### src/rtl/bsg_mcl_axil_rx_reader.sv
// rtl/bsg_mcl_axil_rx_reader.sv - AXI-Lite read-only window onto an RX request FIFO
// Serves RX_DATA (pops head word), RX_COUNT (occupancy) and RX_POPPED (pop counter).
module bsg_mcl_axil_rx_reader #(
  parameter int axil_data_width_p = 32,
  parameter int axil_addr_width_p = 32,
  parameter int credits_width_p   = 5
) (
  input  logic                         clk_i,
  input  logic                         reset_n_i,

  input  logic [axil_addr_width_p-1:0] s_axil_araddr_i,
  input  logic                         s_axil_arvalid_i,
  output logic                         s_axil_arready_o,
  output logic [axil_data_width_p-1:0] s_axil_rdata_o,
  output logic [1:0]                   s_axil_rresp_o,
  output logic                         s_axil_rvalid_o,
  input  logic                         s_axil_rready_i,

  input  logic [axil_data_width_p-1:0] rx_req_i,
  input  logic                         rx_req_v_i,
  output logic                         rx_req_yumi_o,
  input  logic [credits_width_p-1:0]   rx_req_count_i
);

  typedef enum logic {
    IDLE = 1'b0,
    RESP = 1'b1
  } state_e;

  localparam logic [7:0] OFFSET_RX_DATA   = 8'h00;
  localparam logic [7:0] OFFSET_RX_COUNT  = 8'h04;
  localparam logic [7:0] OFFSET_RX_POPPED = 8'h08;

  localparam logic [1:0] RESP_OKAY   = 2'b00;
  localparam logic [1:0] RESP_SLVERR = 2'b10;
  localparam logic [1:0] RESP_DECERR = 2'b11;

  // Pop counter is always 32 bits; widen first so both truncation and zero-extension work.
  localparam int popped_wide_w = (axil_data_width_p > 32) ? axil_data_width_p : 32;

  state_e                         state_q, state_d;
  logic [axil_data_width_p-1:0]   rdata_q, rdata_d;
  logic [1:0]                     rresp_q, rresp_d;
  logic [31:0]                    popped_q, popped_d;

  logic [7:0]                     ar_offset;
  logic [popped_wide_w-1:0]       popped_wide;
  logic [axil_data_width_p-1:0]   popped_rd;
  logic                           arready;
  logic                           rvalid;
  logic                           yumi;
  logic                           unused_addr_hi;

  assign ar_offset      = s_axil_araddr_i[7:0];
  assign unused_addr_hi = ^s_axil_araddr_i[axil_addr_width_p-1:8];
  assign popped_wide    = popped_wide_w'(popped_q);
  assign popped_rd      = popped_wide[axil_data_width_p-1:0];

  always_comb begin
    state_d  = state_q;
    rdata_d  = rdata_q;
    rresp_d  = rresp_q;
    popped_d = popped_q;
    arready  = 1'b0;
    rvalid   = 1'b0;
    yumi     = 1'b0;

    unique case (state_q)
      IDLE: begin
        arready = reset_n_i;
        if (reset_n_i && s_axil_arvalid_i) begin
          state_d = RESP;
          unique case (ar_offset)
            OFFSET_RX_DATA: begin
              if (rx_req_v_i) begin
                yumi    = 1'b1;
                rdata_d = rx_req_i;
                rresp_d = RESP_OKAY;
              end else begin
                rdata_d = '0;
                rresp_d = RESP_SLVERR;
              end
            end
            OFFSET_RX_COUNT: begin
              rdata_d = axil_data_width_p'(rx_req_count_i);
              rresp_d = RESP_OKAY;
            end
            OFFSET_RX_POPPED: begin
              rdata_d = popped_rd;
              rresp_d = RESP_OKAY;
            end
            default: begin
              rdata_d = '0;
              rresp_d = RESP_DECERR;
            end
          endcase
        end
      end
      RESP: begin
        rvalid = reset_n_i;
        if (s_axil_rready_i) begin
          state_d = IDLE;
        end
      end
      default: begin
        state_d = IDLE;
      end
    endcase

    // The read above captured the pre-increment value.
    if (yumi) begin
      popped_d = popped_q + 32'd1;
    end
  end

  always_ff @(posedge clk_i) begin
    if (!reset_n_i) begin
      state_q  <= IDLE;
      rdata_q  <= '0;
      rresp_q  <= 2'b00;
      popped_q <= 32'd0;
    end else begin
      state_q  <= state_d;
      rdata_q  <= rdata_d;
      rresp_q  <= rresp_d;
      popped_q <= popped_d;
    end
  end

  assign s_axil_arready_o = arready;
  assign s_axil_rvalid_o  = rvalid;
  assign s_axil_rdata_o   = rdata_q;
  assign s_axil_rresp_o   = rresp_q;
  assign rx_req_yumi_o    = yumi;

endmodule

### config.mk
export PLATFORM = sky130hd
export DESIGN_NAME = bsg_mcl_axil_rx_reader
export DESIGN_NICKNAME = d
export VERILOG_FILES = /design/src/rtl/bsg_mcl_axil_rx_reader.sv
export SDC_FILE = /design/constraint.sdc
export NUM_CORES = 1
export LEC_CHECK = 0
export ABC_AREA = 1
export BUFFER_PORTS_ARGS = -buffer_cell sky130_fd_sc_hd__buf_4
export CAP_MARGIN = 5
export CORE_MARGIN = 10
export CORE_UTILIZATION = 45
export DETAILED_ROUTE_END_ITERATION = 8
export PLACE_DENSITY = 0.8
export SETUP_SLACK_MARGIN = 0.15
export SYNTH_ARGS = -nofsm -noshare
export SYNTH_HDL_FRONTEND = slang
export SYNTH_SLANG_ARGS = --single-unit
export TNS_END_PERCENT = 30
### constraint.sdc
create_clock -name clk_i -period 2.6 [get_ports clk_i]
set_clock_uncertainty 0.1 [all_clocks]
set_input_delay 0 -clock clk_i [delete_from_list [all_inputs] [get_ports clk_i]]
set_output_delay 0 -clock clk_i [all_outputs]
set_load 0.005 [all_outputs]
==> impl_metrics.toml <==
[synthesis]
netlist_area_um2 = 3610
yosysTopAreaCell = "dfxtp_1"
synth_ff_type = "dfxtp_1"
synth.distinct_cells = 28
ys_seq_elements = 67
syn_inst = 583
synth-async-reset-ratio = 0
syn-num-nets = 658
yosysMostFrequentCell = "nand2_1"
syn_area_per_cell_um2 = 6.20
yosysWarnings = 0
synth_edf_count = 0
synthTopCellsByArea = "dfxtp_1, nand2_1, nand3_1"
synth_top_area_frac = 0.371
synth.cells.most_frequent = "nand2_1, nor2_1, dfxtp_1"
ys_seq_area_frac = 0.371

[detailed_routing]
vias = 4356
drt.antenna.violating_nets = 0
drt_first_iter_violations = 389
wirelength_um = 12300
drcViolationCount = 0
firstDrtPassIters = 6
detail_route.wl_per_cell_um = 15.1
routed_via_density = 5.36

[grt]
use_met2 = 0.317
grt_pass1_vias = 3982
grt_first_pass_wirelength_um = 19000
grt_max_degree = 38
antenna_found_initial = 1
grt.total_usage = 0.198
grt_busiest_layer = "met2"
gr-total-overflow = 0
met3_usage = 0.0415
gr-usage-met1 = 0.241

[clock_network]
numClockSinks = 67
cts-root-buf = "clkbuf_8"
clkTransAtPathRegs_ns = 0.08
numCtsBuffers = 9
cts_tree = "done"
clockBufferDepth = 2
clock_latency_ns = 0.36
h-tree-depth = 3

[final_layout]
ff_latch_area_um2 = 1340
layout-drive-gt1-share = 0.178
multiInputGateArea_um2 = 1960
area_growth_pct = 37.1
nets = 778
fillCellCount = 659
postLayoutCoreUtil = 0.637

[floorplan]
io_pins = 111
core_um2 = 7770
initial_core_util = 0.465
num_rows = 32
die_w_um = 110
die_y_um = 110
dieArea_um2 = 12000

[sta]
hold-worst-slack_ns = 0.0158
rsz0062_at_grt = "true"
maxSlewViolCount = 0
worst_pin_slew_ns = 0.597
hold_viol_final = 0
period_share = 0.893
setup_tns_ns = 0
maxSlewHeadroom = 0.601
layout_setup_ws_ns = 0.279
period_needed_ns = 2.32
setup_viol = 0
fmax_mhz = 431

[run_status]
status = "completed"

[worst_hold_path]
hold_path_class = "primary input to flop"
hold_end = "s_axil_rdata_o[8]"
hold_depth = 5
min_from = "rx_req_i[8]"

[setup_path]
rrSetupSlack_ns = 0.78
cp-end-kind = "flop"
start_kind = "primary input"
cp.required_ns = 2.78
arrival_ns = 2.50
worstPathMaxFanout = 19
r2r-start = "state_q"
regToRegEndpoint = "s_axil_rresp_o[0]"
worstSetupPathType = "primary input to flop"
reg2reg_depth = 7

[pwr]
leakage_uw = 0.00207
power.density_nw_per_um2 = 446
ir_drop_mv = 0.272

[job]
maxCapViolations = 0

[placement]
dp.final_hpwl_um = 8130
port_buffers = 86
preCtsSetupSlack_ns = 0.840
gp_congestion = 0.905
## layout by cell type (no fill, tap or decap), drive strengths merged
cell type    count
a21oi           48
buf             93
bufinv           2
clkbuf          10
clkinv           5
clkinvlp         1
dfxtp           67
diode            3
dlygate4sd3     38
ha               1
inv             53
nand2          190
nand3           66
nand3b           1
nand4           14
nor2            87
nor3             7
o211ai           1
o21ai           22
xnor2            1
xor2             1
## sequential cells by signal (all words and copies together) (netlist names)
signal          flops
s_axil_rresp_o      2
state_q             1
popped_q           32
s_axil_rdata_o     32
## final cells by class
class                           instances  share of cell area
Sequential cell                        67               0.271
Timing Repair Buffer                  131               0.219
Clock buffer                           10              0.0258
Clock inverter                          6              0.0182
Multi-Input combinational cell        439               0.397
Inverter                               55              0.0425
Tap cell                              102              0.0258
Antenna cell                            3             0.00152
## how the worst max path moves through the flow
stage                  startpoint           endpoint  cells past startpoint
2_1_floorplan         popped_q[1]       popped_q[10]                      9
5_1_grt        s_axil_araddr_i[0]  s_axil_rdata_o[3]                     12
4_1_cts        s_axil_araddr_i[0]  s_axil_rdata_o[3]                     11
3_3_place_gp   s_axil_araddr_i[7]       popped_q[15]                     11
6_report       s_axil_araddr_i[0]  s_axil_rdata_o[0]                     12
3_5_place_dp   s_axil_araddr_i[5]       popped_q[15]                     11
## per-stage QoR
step                      instance area, um2  total power, uW  cells
after detailed placement                4310             1210    752
final                                   4950             2210    813
after global routing                    4950             2260    811
after floorplan                         3610             1120    583
after CTS                               4910             2200    806
after global placement                  4310             1200    752
## worst max-delay path: stages
cell           delay, ns
dlygate4sd3_1       0.54
buf_4               0.14
inv_1               0.06
nand2_1             0.07
nor2_1              0.10
nand2_1             0.30
inv_4               0.30
nand2_1             0.12
nand3_1             0.08
dlygate4sd3_1       0.56
nand2_1             0.07
a21oi_1             0.15
## logic make-up (layout without fill, tap and decap cells)
family,after synthesis,in the layout,share of synthesized area
compound gates,71,71,0.0991
fa+ha+maj,1,1,0.00346
simple gates,364,365,0.435
buf+inv,78,202,0.0866
other cells,0,3,0
flops,67,67,0.371
xor+xnor,2,2,0.00485
## report_power, final
part | internal (uW) | total, uW | switching (uW)
clock | 542 | 977 | 435
combinational | 102 | 198 | 95.9
sequential | 1030 | 1030 | 4.21
total | 1670 | 2210 | 535
## layer usage
layer | wire length [um] | part of all wire
met1 | 4930 | 0.40
met2 | 5790 | 0.47
met3 | 1010 | 0.082
met4 | 550 | 0.045
met5 | 0 | 0
## timing repair
action / 4_1_cts / 5_1_grt
hold buffers: 38 / 0
gates resized for setup: 0 / 3
buffers inserted: 0 / 3
hold endpoints to repair: 54 / 0
setup endpoints to repair: 0 / 5
Power figures use the tool's default switching activity.
